===== config.mk =====
export PLATFORM = sky130hd
export DESIGN_NAME = walk_predict
export DESIGN_NICKNAME = d
export VERILOG_FILES = /design/src/rtl/smi_pkg.sv /design/src/rtl/walk_predict.sv
export SDC_FILE = /design/constraint.sdc
export NUM_CORES = 1
export LEC_CHECK = 0
export BUFFER_PORTS_ARGS = -buffer_cell sky130_fd_sc_hd__buf_2
export CELL_PAD_IN_SITES_DETAIL_PLACEMENT = 1
export CELL_PAD_IN_SITES_GLOBAL_PLACEMENT = 1
export CORE_UTILIZATION = 31
export DETAILED_ROUTE_END_ITERATION = 7
export PLACE_DENSITY = 0.79
export SLEW_MARGIN = 20
export SYNTH_ARGS = -nofsm -noshare
export SYNTH_HDL_FRONTEND = slang
export SYNTH_SLANG_ARGS = --single-unit

===== constraint.sdc =====
create_clock -name clk -period 1.1 [get_ports clk]
set_input_delay 0.33 -clock clk [delete_from_list [all_inputs] [get_ports clk]]
set_output_delay 0.33 -clock clk [all_outputs]
set_load 0.01 [all_outputs]

===== src/rtl/smi_pkg.sv =====
// Shared definitions for the walking-one pin test generator and checker.
package smi_pkg;

    localparam int SMI_NBITS = 22;

    typedef enum logic {
        ST_HUNT   = 1'b0,
        ST_LOCKED = 1'b1
    } smi_state_e;

    // Next value of the walking-one sequence, truncated to nbits (nbits <= 64).
    function automatic logic [63:0] walk_nxt(input logic [63:0] x, input int nbits);
        logic [63:0] mask;
        logic [63:0] xm;
        mask = (nbits >= 64) ? '1 : ((64'd1 << nbits) - 64'd1);
        xm   = x & mask;
        return ((xm << 1) | {63'd0, (xm == 64'd0)}) & mask;
    endfunction

endpackage


===== src/rtl/walk_predict.sv =====
// Free-running walking-one predictor: loads on seed, steps on advance.
module walk_predict
    import smi_pkg::*;
#(
    parameter int NBITS = SMI_NBITS
) (
    input  logic             clk,
    input  logic             rst_n,
    input  logic             seed_i,
    input  logic [NBITS-1:0] seed_val_i,
    input  logic             adv_i,
    output logic [NBITS-1:0] expected_o
);

    logic [NBITS-1:0] expected_q;
    logic [NBITS-1:0] expected_d;

    always_comb begin
        expected_d = expected_q;
        if (seed_i) begin
            expected_d = seed_val_i;
        end else if (adv_i) begin
            expected_d = NBITS'(walk_nxt(64'(expected_q), NBITS));
        end
    end

    always_ff @(posedge clk) begin
        if (!rst_n) begin
            expected_q <= '0;
        end else begin
            expected_q <= expected_d;
        end
    end

    assign expected_o = expected_q;

endmodule


Yosys cells after proc, flatten, opt, wreduce, memory -nomap -nowiden
Index checks and enable logic that the tools add are counted.
{"block": "classes", "n_lt_le_gt_ge": 0, "bitwise": 1, "n_shift": 0, "mux": 2, "n_reduce_logical": 2, "eq_ne": 0, "mul": 0, "add_sub_neg": 0, "div_mod_pow": 0}
{"op": "logical NOT 64 bit", "n": 1}
{"op": "2-to-1 mux 22 bit", "n": 2}
{"op": "OR 22 x 1 -> 22 bit", "n": 1}
{"op": "nonzero test 2 bit", "n": 1}
{"block": "totals", "latchBits": 0, "ff_bits": 22, "ram_bits": 0, "mem_count": 0, "word_cells": 6, "out_inout_bits": 22, "mem_bits_ro": 0}

Logic depth before layout (Yosys ltp)
{"block": "logic_depth", "word_depth": 4, "ltp_mapped": 4}

Least setup slack after synthesis
No wires, ideal clock.
{"block": "synth_timing", "path_type": "input-to-reg", "startpoint": "input port seed_i", "endpoint": "register expected_q[10] (netlist: expected_o[10])", "cell_stages": 4, "path_slack_ns": -0.004, "arrival_ns": 0.976, "cell_sequence": "buf_2 > buf_2 > mux2i_1 > nor2_1"}
{"block": "synth_between", "elab_chain_cells": 1, "word_cells_on_any_way": 2}
{"item": "start, declared", "line": "walk_predict.sv:9", "source": "input logic seed_i,"}
{"item": "2-to-1 mux 22 bit or nonzero test 2 bit (tied branches)"}
{"item": "end signal, assigned", "line": "walk_predict.sv:31", "source": "expected_q <= expected_d;"}
{"item": "end, declared", "line": "walk_predict.sv:15", "source": "logic [NBITS-1:0] expected_q;"}
Parallel ways exist; a longest one is shown, timed or not.
A chain may end at the register's enable or synchronous reset.

Worst setup path after layout
{"block": "layout_timing", "startpoint": "register expected_q[0] (netlist: expected_o[0])", "endpoint": "output port expected_o[0]"}
{"item": "end, declared", "line": "walk_predict.sv:12", "source": "output logic [NBITS-1:0] expected_o"}
No word-level cell between the ends.

==> impl_metrics.json <==
{
  "powerDensity_nw_per_um2": 1120,
  "drt-wirelength-per-cell_um": 16.1,
  "violations": "setup timing",
  "worst_pin_slew_ns": 0.264,
  "cp.arrival_ns": 0.88,
  "end_kind": "output pin",
  "antenna_found_initial": 0,
  "area_delta_synth_final_pct": 73.6,
  "boundaryPins": 48,
  "num_rows": 21,
  "drt_pass1_iterations": 4,
  "hp-class": "in2reg",
  "drive_gt1_share_pct": 72.6,
  "path_class": "reg2out",
  "synth_area_leaders": "dfxtp_1 40%, mux2_2 22%, mux2i_1 19%",
  "n_antenna_cell": 0,
  "syn_area_sq_um": 1090,
  "synth_area_leader_cell": "dfxtp_1",
  "antenna_left": 0,
  "period_minus_slack_ns": 1.21,
  "die_h_um": 61.4,
  "clkSinkCount": 22,
  "core-area_sq_um": 3360,
  "finalSetupTns_ns": -0.690,
  "finalHoldViolations": 0,
  "relSlewSlack_pct": 82.2,
  "dpl.hpwl_mm": 2.25,
  "syn_area_per_cell_sq_um": 10.4,
  "rr_worst_depth": 4,
  "yosysWarnings": 0,
  "cts_tree": "yes",
  "synth_cell_type_count": 18,
  "cap_violations": 0,
  "cp.required_ns": 0.77,
  "worstPathMaxFanout": 2,
  "setup_viol": 22,
  "grt_use_total_pct": 19.7,
  "grt_pass1_wl_mm": 5.38,
  "layout.nets": 206,
  "vdd_drop_max_mv": 0.839,
  "dr.first_iter.drc_count": 14,
  "ff_latch_area_sq_um": 478,
  "root_buffer": "clkbuf_4",
  "syn-instance-count": 105,
  "ctsHoldBuffers": 0,
  "finalMaxSlewViolations": 0,
  "holdPathStages": 3,
  "post-route-period-util_pct": 110,
  "clock_path_buffers": 2,
  "die_w_um": 61.4,
  "dieArea_sq_um": 3770,
  "fillers": 397,
  "place.gp.congestion": 0.801,
  "insertion_delay_ns": 0.32,
  "grt_pass1_vias": 1131,
  "synth_top_area_share_pct": 40.2,
  "htree_num_levels": 1,
  "grt_max_degree": 24,
  "port_buffers": 47,
  "fin_worst_skew_ns": 0.0129,
  "start_kind": "register",
  "ys_ff_latch": 22,
  "grt.overflow.total": 0,
  "ys_seq_area_share_pct": 40.2,
  "status": "finished with violations",
  "viasPerCell": 4.85,
  "cts.clk_slew.worst_paths_ns": 0.14,
  "initial_core_util_pct": 32.6,
  "syn-num-nets": 131,
  "largest_reg_flops": 22,
  "setup_ws_ns": -0.106,
  "leakage_nw": 0.925,
  "multiInputGateArea_sq_um": 668,
  "drc": 0,
  "max_freq_mhz": 829,
  "rsz0062_at_grt": "yes",
  "total_power_mw": 2.12,
  "cts_buffers": 3,
  "wl_mm": 3.62,
  "vias": 1092
}
Yosys cell counts, drive strengths merged:
cell type / count
dfxtp: 22
nor2: 22
mux2: 21
mux2i: 21
buf: 5
nor4: 3
clkbuf: 2
nor4b: 2
a21oi: 1
inv: 1
nand3: 1
nand4: 1
nor3: 1
nor3b: 1
o22ai: 1
per-stage QoR:
stage          hold slack [ns]  setup slack (ns)  std cells  area, sq um  util (%)
2_1_floorplan            0.477            0.0149        105         1100         -
4_1_cts                  0.232            -0.115        224         1800      53.5
5_1_grt                  0.237            -0.172        225         1900      56.5
3_5_place_dp             0.585            -0.242        202         1440      42.8
6_report                 0.238            -0.106        225         1900      56.5
3_3_place_gp             0.565            -0.137        202         1440      42.8
cells in the final DEF (no fill, tap or decap):
| master | count |
|---|---|
| a21oi_1 | 1 |
| buf_12 | 1 |
| buf_2 | 25 |
| buf_4 | 21 |
| buf_6 | 30 |
| bufinv_16 | 1 |
| clkbuf_4 | 3 |
| dfxtp_2 | 18 |
| dfxtp_4 | 4 |
| inv_1 | 1 |
| mux2_2 | 17 |
| mux2_4 | 4 |
| mux2i_1 | 20 |
| mux2i_4 | 1 |
| nand3_1 | 1 |
| nand4_1 | 1 |
| nor2_1 | 22 |
| nor3_1 | 1 |
| nor3b_1 | 1 |
| nor4_2 | 2 |
| nor4_4 | 1 |
| nor4b_2 | 2 |
| o22ai_1 | 1 |
worst max-delay path, cell delays in order, from the launching register on:
cell,delay (ns)
dfxtp_2,0.35
buf_6,0.11
buf_6,0.11
layout make-up:
class | count | share of cell area, %
Multi-Input combinational cell | 75 | 35.2
Clock inverter | 1 | 1.58
Sequential cell | 22 | 25.1
Tap cell | 46 | 3.03
Timing Repair Buffer | 77 | 33.7
Inverter | 1 | 0.197
Clock buffer | 3 | 1.18
metal layers:
layer	up-vias	global-route usage (%)	wire, um
met2	38	36.6	2030
met5	-	0	0
met4	0	5.40	7
li1	522	-	-
met3	2	4.62	169
met1	530	22.4	1420
what timing repair did:
action | 4_1_cts | 5_1_grt
pin swaps | 0 | 6
resized for setup | 46 | 21
buffers inserted | 20 | 1
setup endpoints to repair | 22 | 29
cell families (layout without fill, tap and decap cells):
group	after synthesis	in the layout	synth area share (%)
flops	22	22	40.2
compound gates	2	2	1.03
mux	42	42	40.8
simple gates	31	31	13.6
buf+inv	8	82	4.34
final timing paths:
| path | start | end | slack [ns] |
|---|---|---|---|
| setup / recovery | expected_o[0] | expected_o[0] | -0.11 |
| hold / removal | seed_val_i[7] | expected_o[7] | 0.24 |
| setup reg to reg | expected_o[1] | expected_o[0] | -0.08 |
| hold reg to reg | expected_o[17] | expected_o[0] | 0.62 |
power breakdown:
part	switching, mW	internal (mW)	leakage [nW]
clock	0.270	0.369	0.0279
sequential	0.0479	0.854	0.191
combinational	0.230	0.350	0.706
Note: power is estimated with default switching activity, not from simulation.
